--- src/rtl/seq_detect_scheduler.sv ---
// -----------------------------------------------------------------------------
// seq_detect_scheduler
//
// Shares one bit-serial "1101" sequence detector among NREQ requesters. For
// each accepted word the block picks a requester round-robin, pulses the
// detector clear, streams the word MSB-first onto det_a, counts det_z pulses
// inside the window where they can belong to this word, and returns
// {requester id, match count} on a valid/ready response port.
//
// Ports
//   clk        rising-edge clock
//   reset      asynchronous, active-high reset
//   req_valid  per-requester word pending (held until its req_ready)
//   req_word   requester i word at [i*WORD_W +: WORD_W]
//   req_ready  one-hot accept, combinational, only while idle
//   det_clear  one-cycle clear pulse to the detector
//   det_a      serial bit to detector input A
//   det_z      detector output Z
//   rsp_valid  response available
//   rsp_id     index of the served requester
//   rsp_count  saturating count of det_z pulses for the word
//   rsp_ready  consumer accepts the response
//   busy       high whenever the scheduler is not idle
// -----------------------------------------------------------------------------
module seq_detect_scheduler #(
    parameter int NREQ    = 4,
    parameter int WORD_W  = 8,
    parameter int DET_LAT = 1,
    parameter int CNT_W   = 4
) (
    input  logic                     clk,
    input  logic                     reset,
    input  logic [NREQ-1:0]          req_valid,
    input  logic [NREQ*WORD_W-1:0]   req_word,
    output logic [NREQ-1:0]          req_ready,
    output logic                     det_clear,
    output logic                     det_a,
    input  logic                     det_z,
    output logic                     rsp_valid,
    output logic [$clog2(NREQ)-1:0]  rsp_id,
    output logic [CNT_W-1:0]         rsp_count,
    input  logic                     rsp_ready,
    output logic                     busy
);

    localparam int ID_W = $clog2(NREQ);
    // k runs 0 .. WORD_W-1+DET_LAT and is incremented once past the end
    localparam int K_W  = $clog2(WORD_W + DET_LAT + 1);

    localparam logic [K_W-1:0]   K_LAST_SHIFT   = K_W'(WORD_W - 1);
    localparam logic [K_W-1:0]   K_LAST         = K_W'(WORD_W - 1 + DET_LAT);
    localparam logic [K_W-1:0]   K_FIRST_SAMPLE = K_W'(DET_LAT);
    localparam logic [CNT_W-1:0] CNT_MAX        = {CNT_W{1'b1}};

    typedef enum logic [2:0] {
        ST_IDLE  = 3'd0,
        ST_CLEAR = 3'd1,
        ST_SHIFT = 3'd2,
        ST_DRAIN = 3'd3,
        ST_RESP  = 3'd4
    } state_t;

    state_t             state_r;
    logic [ID_W-1:0]    last_grant_r;
    logic [ID_W-1:0]    id_r;
    logic [WORD_W-1:0]  shift_r;
    logic [K_W-1:0]     k_r;
    logic [CNT_W-1:0]   cnt_r;
    logic               det_clear_r;
    logic               det_a_r;
    logic               rsp_valid_r;
    logic [ID_W-1:0]    rsp_id_r;
    logic [CNT_W-1:0]   rsp_count_r;
    logic               busy_r;

    logic               grant_found_s;
    logic [ID_W-1:0]    grant_idx_s;
    logic [ID_W-1:0]    cand_s;
    logic               take_s;
    logic [NREQ-1:0]    req_ready_s;
    logic               sample_s;
    logic [CNT_W-1:0]   cnt_next_s;

    // Saturating increment of the match counter
    function automatic logic [CNT_W-1:0] sat_inc(input logic [CNT_W-1:0] v);
        if (v == CNT_MAX) begin
            return v;
        end else begin
            return v + CNT_W'(1);
        end
    endfunction

    // Round-robin search: first valid requester at or after last_grant+1
    always_comb begin
        grant_found_s = 1'b0;
        grant_idx_s   = '0;
        cand_s        = '0;
        take_s        = 1'b0;
        for (int j = 0; j < NREQ; j++) begin
            cand_s        = ID_W'((int'(last_grant_r) + 1 + j) % NREQ);
            take_s        = !grant_found_s && req_valid[cand_s];
            grant_idx_s   = take_s ? cand_s : grant_idx_s;
            grant_found_s = grant_found_s | take_s;
        end
    end

    // One-hot accept, only while idle and never while reset is asserted
    always_comb begin
        req_ready_s = '0;
        if ((state_r == ST_IDLE) && !reset && grant_found_s) begin
            req_ready_s = {{(NREQ-1){1'b0}}, 1'b1} << grant_idx_s;
        end else begin
            req_ready_s = '0;
        end
    end

    // det_z counts only in k = DET_LAT .. WORD_W-1+DET_LAT of SHIFT/DRAIN
    always_comb begin
        sample_s   = ((state_r == ST_SHIFT) || (state_r == ST_DRAIN)) &&
                     (k_r >= K_FIRST_SAMPLE) && det_z;
        cnt_next_s = cnt_r;
        if (sample_s) begin
            cnt_next_s = sat_inc(cnt_r);
        end else begin
            cnt_next_s = cnt_r;
        end
    end

    // Scheduler FSM with registered detector and response outputs
    always_ff @(posedge clk or posedge reset) begin
        if (reset) begin
            state_r      <= ST_IDLE;
            last_grant_r <= ID_W'(NREQ - 1);  // requester 0 wins first
            id_r         <= '0;
            shift_r      <= '0;
            k_r          <= '0;
            cnt_r        <= '0;
            det_clear_r  <= 1'b0;
            det_a_r      <= 1'b0;
            rsp_valid_r  <= 1'b0;
            rsp_id_r     <= '0;
            rsp_count_r  <= '0;
            busy_r       <= 1'b0;
        end else begin
            case (state_r)
                ST_IDLE: begin
                    if (grant_found_s) begin
                        shift_r     <= req_word[grant_idx_s*WORD_W +: WORD_W];
                        id_r        <= grant_idx_s;
                        det_clear_r <= 1'b1;
                        busy_r      <= 1'b1;
                        state_r     <= ST_CLEAR;
                    end
                end
                ST_CLEAR: begin
                    // det_a is registered, so the MSB is launched here to be
                    // on the wire during the first SHIFT cycle
                    det_clear_r <= 1'b0;
                    det_a_r     <= shift_r[WORD_W-1];
                    shift_r     <= {shift_r[WORD_W-2:0], 1'b0};
                    k_r         <= '0;
                    cnt_r       <= '0;
                    state_r     <= ST_SHIFT;
                end
                ST_SHIFT: begin
                    k_r   <= k_r + K_W'(1);
                    cnt_r <= cnt_next_s;
                    if (k_r == K_LAST_SHIFT) begin
                        det_a_r <= 1'b0;
                        if (DET_LAT == 0) begin
                            rsp_valid_r <= 1'b1;
                            rsp_id_r    <= id_r;
                            rsp_count_r <= cnt_next_s;
                            state_r     <= ST_RESP;
                        end else begin
                            state_r     <= ST_DRAIN;
                        end
                    end else begin
                        det_a_r <= shift_r[WORD_W-1];
                        shift_r <= {shift_r[WORD_W-2:0], 1'b0};
                    end
                end
                ST_DRAIN: begin
                    // Wait for Z pulses caused by the last bits of the word
                    k_r   <= k_r + K_W'(1);
                    cnt_r <= cnt_next_s;
                    if (k_r == K_LAST) begin
                        rsp_valid_r <= 1'b1;
                        rsp_id_r    <= id_r;
                        rsp_count_r <= cnt_next_s;
                        state_r     <= ST_RESP;
                    end
                end
                ST_RESP: begin
                    if (rsp_ready) begin
                        rsp_valid_r  <= 1'b0;
                        rsp_id_r     <= '0;
                        rsp_count_r  <= '0;
                        last_grant_r <= id_r;
                        busy_r       <= 1'b0;
                        state_r      <= ST_IDLE;
                    end
                end
                default: begin
                    state_r     <= ST_IDLE;
                    det_clear_r <= 1'b0;
                    det_a_r     <= 1'b0;
                    rsp_valid_r <= 1'b0;
                    busy_r      <= 1'b0;
                end
            endcase
        end
    end

    assign req_ready = req_ready_s;
    assign det_clear = det_clear_r;
    assign det_a     = det_a_r;
    assign rsp_valid = rsp_valid_r;
    assign rsp_id    = rsp_id_r;
    assign rsp_count = rsp_count_r;
    assign busy      = busy_r;

endmodule

--- config.mk ---
export PLATFORM = sky130hd
export DESIGN_NAME = seq_detect_scheduler
export DESIGN_NICKNAME = d
export VERILOG_FILES = /design/src/rtl/seq_detect_scheduler.sv
export SDC_FILE = /design/constraint.sdc
export NUM_CORES = 1
export LEC_CHECK = 0
export BUFFER_PORTS_ARGS = -buffer_cell sky130_fd_sc_hd__buf_2
export CAP_MARGIN = 20
export CORE_AREA = 2 2 72 74
export DETAILED_ROUTE_END_ITERATION = 8
export DIE_AREA = 0 0 74 76
export GPL_TIMING_DRIVEN = 0
export PLACE_DENSITY = 0.68
export SETUP_SLACK_MARGIN = 0.3
export SYNTH_ARGS = -nofsm -noshare
export SYNTH_HDL_FRONTEND = slang
export SYNTH_SLANG_ARGS = --single-unit
--- constraint.sdc ---
create_clock -name clk -period 2.4 [get_ports clk]
set_input_delay 0.12 -clock clk [delete_from_list [all_inputs] [get_ports clk]]
set_output_delay 0.12 -clock clk [all_outputs]
set_load 0.005 [all_outputs]
==> impl_metrics.py <==
metrics = {
    "logic_synthesis": {
        "synth_top_family_by_area": "simple AND/OR/NAND/NOR gates",
        "ys_ff_latch": 33,
        "yosys.area_share.simple_pct": 24.9,
        "synth_largest_area_cell": "dfrtp_1",
        "synth_flop_cell": "dfrtp_1",
        "synth-edff-count": 0,
        "ys_seq_area_share_pct": 38.9,
        "yosys_warnings": 0,
        "synth.area.mux_share_pct": 8.05,
        "synth_fp_nets": 281,
        "async_flop_share_pct": 100,
        "postSynthCellCount": 237,
        "synth_xor_xnor_area_share_pct": 0.823,
        "synthAdderAreaFrac_pct": 2.35,
        "yosys-top-cells-area": "dfrtp_1 36%, nand2_1 5.1%, nor2_1 4.6%",
        "syn_avg_cell_area_sq_um": 8.98,
        "synth_cell_types": 49,
        "syn_area_sq_um": 2130,
        "yosys.area.top_type_share_pct": 36.4,
        "synth_compound_area_share_pct": 19.4,
    },
    "worst_setup_path": {
        "worstPathCellList": "buf_4 > nand2b_1 > a21oi_2 > nor3_4 > buf_4 > mux2_2 > a221oi_2",
        "cp.arrival_ns": 2.23,
        "path_buf_inv": 2,
        "cpPeakStageDelay_ns": 0.52,
        "path_class": "reg2reg",
        "crit_fanout": 9,
        "crit_path_start_kind": "register",
        "cp-end-kind": "register",
        "cpLargestDelayFamily": "flip-flops",
        "cp_slowest_cell": "dfstp_2",
        "crit_required_ns": 2.58,
        "cp_common_cell": "buf_4",
    },
    "timing": {
        "hold_violations": 0,
        "slew_violations": 0,
        "rsz0062_at_grt": "yes",
        "fmax_ghz": 0.489,
        "setup_violations": 0,
        "fin_crit_ns": 2.05,
        "tns_ns": 0,
        "max_slew.worst_pin.slew_ns": 0.706,
        "finalCritPeriodShare_pct": 85.2,
        "slew_headroom_pct": 52.9,
        "clock_skew_ns": 0.00495,
        "whs_ns": 0.122,
    },
    "clock_tree": {
        "h-tree-depth": 2,
        "tritoncts": "done",
        "cts.sinks": 33,
        "clkTransAtPathRegs_ns": 0.07,
        "numCtsBuffers": 5,
        "insertion_delay_ns": 0.28,
        "clockBufferDepth": 2,
        "cts-root-buf": "clkbuf_8",
    },
    "finish": {
        "layout_commonest_cell": "buf_2",
        "fin_nets": 347,
        "regArea_sq_um": 828,
        "final_layout_size_suffix_gt1_share_pct": 33.2,
        "syn_to_final_growth_pct": 26.2,
        "diodes": 0,
        "multi_input_area_sq_um": 1210,
        "fillers": 470,
        "layout_common_cells": "57 x buf_2, 31 x dfrtp_1, 29 x nand2_1",
    },
    "power_and_ir_drop": {
        "leakage_nw": 1.28,
        "power.net_switching_mw": 1.12,
        "p_clk_share_pct": 16.0,
        "power_frac_seq_pct": 34.3,
        "fin_total_pwr_mw": 2.84,
        "ir_worst_vdd_mv": 0.468,
        "combPwrFrac_pct": 49.7,
        "sw_frac_of_total_pct": 39.5,
        "p_per_area_nw_per_um2": 1060,
        "p_int_mw": 1.72,
    },
    "floorplanning": {
        "num_rows": 26,
        "die_y_um": 76,
        "num_io_pins": 54,
        "dieArea_sq_um": 5620,
        "floorplan.initialDensity_pct": 43.3,
        "core-area_sq_um": 4910,
        "die_w_um": 74,
    },
    "routing": {
        "postRouteWirelength_mm": 5.02,
        "dr.pass1.iters": 4,
        "vias": 1944,
        "wl_per_cell_um": 13.4,
        "drcViolationCount": 0,
        "initialDrtViolationCount": 96,
        "viasPerCell": 5.20,
        "ant_nets": 0,
    },
    "grt": {
        "track_usage_pct": 19.2,
        "overflow": 0,
        "grt_max_degree": 22,
        "grt_pass1_wl_mm": 8.65,
        "antenna_found_initial": 0,
        "grt_pass1_vias": 1905,
    },
    "outcome": {
        "status": "finished clean",
    },
    "placement": {
        "gp_congestion": 0.816,
        "io_buffers": 52,
        "place_hpwl_mm": 3.82,
    },
    "hold_path": {
        "hp-class": "in2reg",
    },
    "job": {
        "cap_viol_max_count": 0,
    },
}
power by group through the flow:
| stage | Sequential (mW) | Combinational, mW | Clock (mW) |
|---|---|---|---|
| 2_1_floorplan | 0.960 | 1.02 | 0 |
| 3_3_place_gp | 0.974 | 1.35 | 0 |
| 3_5_place_dp | 0.986 | 1.37 | 0 |
| 4_1_cts | 0.976 | 1.39 | 0.468 |
| 5_1_grt | 1.01 | 1.59 | 0.491 |
| 6_report | 0.973 | 1.41 | 0.455 |
metrics by stage:
| step | util, % | cells | setup WS, ns | instance area, sq um |
|---|---|---|---|---|
| 5_1_grt | 54.7 | 374 | 0.244 | 2690 |
| 3_5_place_dp | 51.0 | 360 | 0.0655 | 2500 |
| 4_1_cts | 54.0 | 373 | 0.289 | 2660 |
| 6_report | 54.7 | 374 | 0.355 | 2690 |
| 3_3_place_gp | 50.4 | 359 | 0.111 | 2480 |
| 2_1_floorplan | - | 237 | 0.314 | 2130 |
synthesized netlist by cell type (2+ instances only):
library cell / instances
buf_6: 2
nand3_1: 12
nor3b_1: 2
or2_2: 3
inv_1: 12
a21o_1: 2
nand2_1: 29
mux2i_1: 7
a221oi_1: 7
o31ai_1: 3
nand2b_1: 5
or3_1: 4
a22o_1: 3
a221oi_2: 3
a21oi_1: 8
nor3_1: 3
mux2_2: 7
nor4_1: 2
ha_1: 4
xnor2_1: 2
dfrtp_1: 31
nor2_1: 26
nor2b_1: 3
and3_1: 4
clkbuf_1: 6
and2b_1: 6
a31oi_1: 3
dfstp_2: 2
o21ai_0: 12
buf_2: 4
o211ai_1: 2
kinds of logic (layout without fill, tap and decap cells):
family | Yosys count | in the layout
flip-flops | 33 | 33
AND/OR/NAND/NOR | 105 | 105
multiplexers | 15 | 15
buffers and inverters | 25 | 92
AO/OA/AOI/OAI | 53 | 53
adder cells (fa/ha/maj) | 4 | 4
XOR/XNOR | 2 | 2
worst reg2reg max path, cell delays in order, from the launching register on:
cell      delay [ns]
dfstp_2         0.52
buf_4           0.14
nand2b_1        0.16
a21oi_2         0.09
nor3_4          0.26
buf_4           0.18
mux2_2          0.34
a221oi_2        0.27
cell type report:
| type | count | share of cell area [%] |
|---|---|---|
| clock inverter | 1 | 0.186 |
| tap | 70 | 3.26 |
| timing repair buffer | 59 | 12.6 |
| buffer | 13 | 2.84 |
| inverter | 12 | 1.68 |
| clock buffer | 7 | 3.59 |
| multi-input combinational | 179 | 45.0 |
| sequential | 33 | 30.8 |
what timing repair did:
item / in CTS / in global routing
endpoints found under the setup margin: 6 / 13
endpoints found under the hold margin: 15 / 0
pin swaps: 1 / 2
hold buffers: 1 / 0
gates resized for setup: 2 / 11
buffers inserted: 4 / 1
cloned: 0 / 0
routing by layer:
metal / share of wire (%) / GRT usage (%) / up-vias
met1: 47 / 26.7 / 916
li1: - / - / 975
met5: 0 / 0 / -
met4: 1.2 / 6.00 / 0
met3: 3.5 / 3.17 / 6
met2: 48 / 30.3 / 47
path summary, 6_finish.rpt:
path	start	depth (start not counted)	slack (ns)	endpoint
worst max register to register	last_grant_r[0]$_DFFE_PP1P_	7	0.35	shift_r[3]$_DFFE_PP0P_
worst min-delay path	rsp_ready	3	0.12	state_r[2]$_DFFE_PP0P_
min in group asynchronous	reset	3	0.51	rsp_id[1]$_DFFE_PP0P_
worst max-delay path	last_grant_r[0]$_DFFE_PP1P_	7	0.35	shift_r[3]$_DFFE_PP0P_
worst min register to register	busy$_DFFE_PP0P_	2	0.48	busy$_DFFE_PP0P_
max in group asynchronous	reset	4	1.28	last_grant_r[0]$_DFFE_PP1P_
state kept, by name, indices dropped and copies added (netlist names):
name,cells
busy,1
cnt_r,4
det_a,1
det_clear,1
id_r,2
k_r,4
last_grant_r,2
rsp_count,4
rsp_id,2
rsp_valid,1
shift_r,8
state_r,3
(Power assumes the default switching activity.)
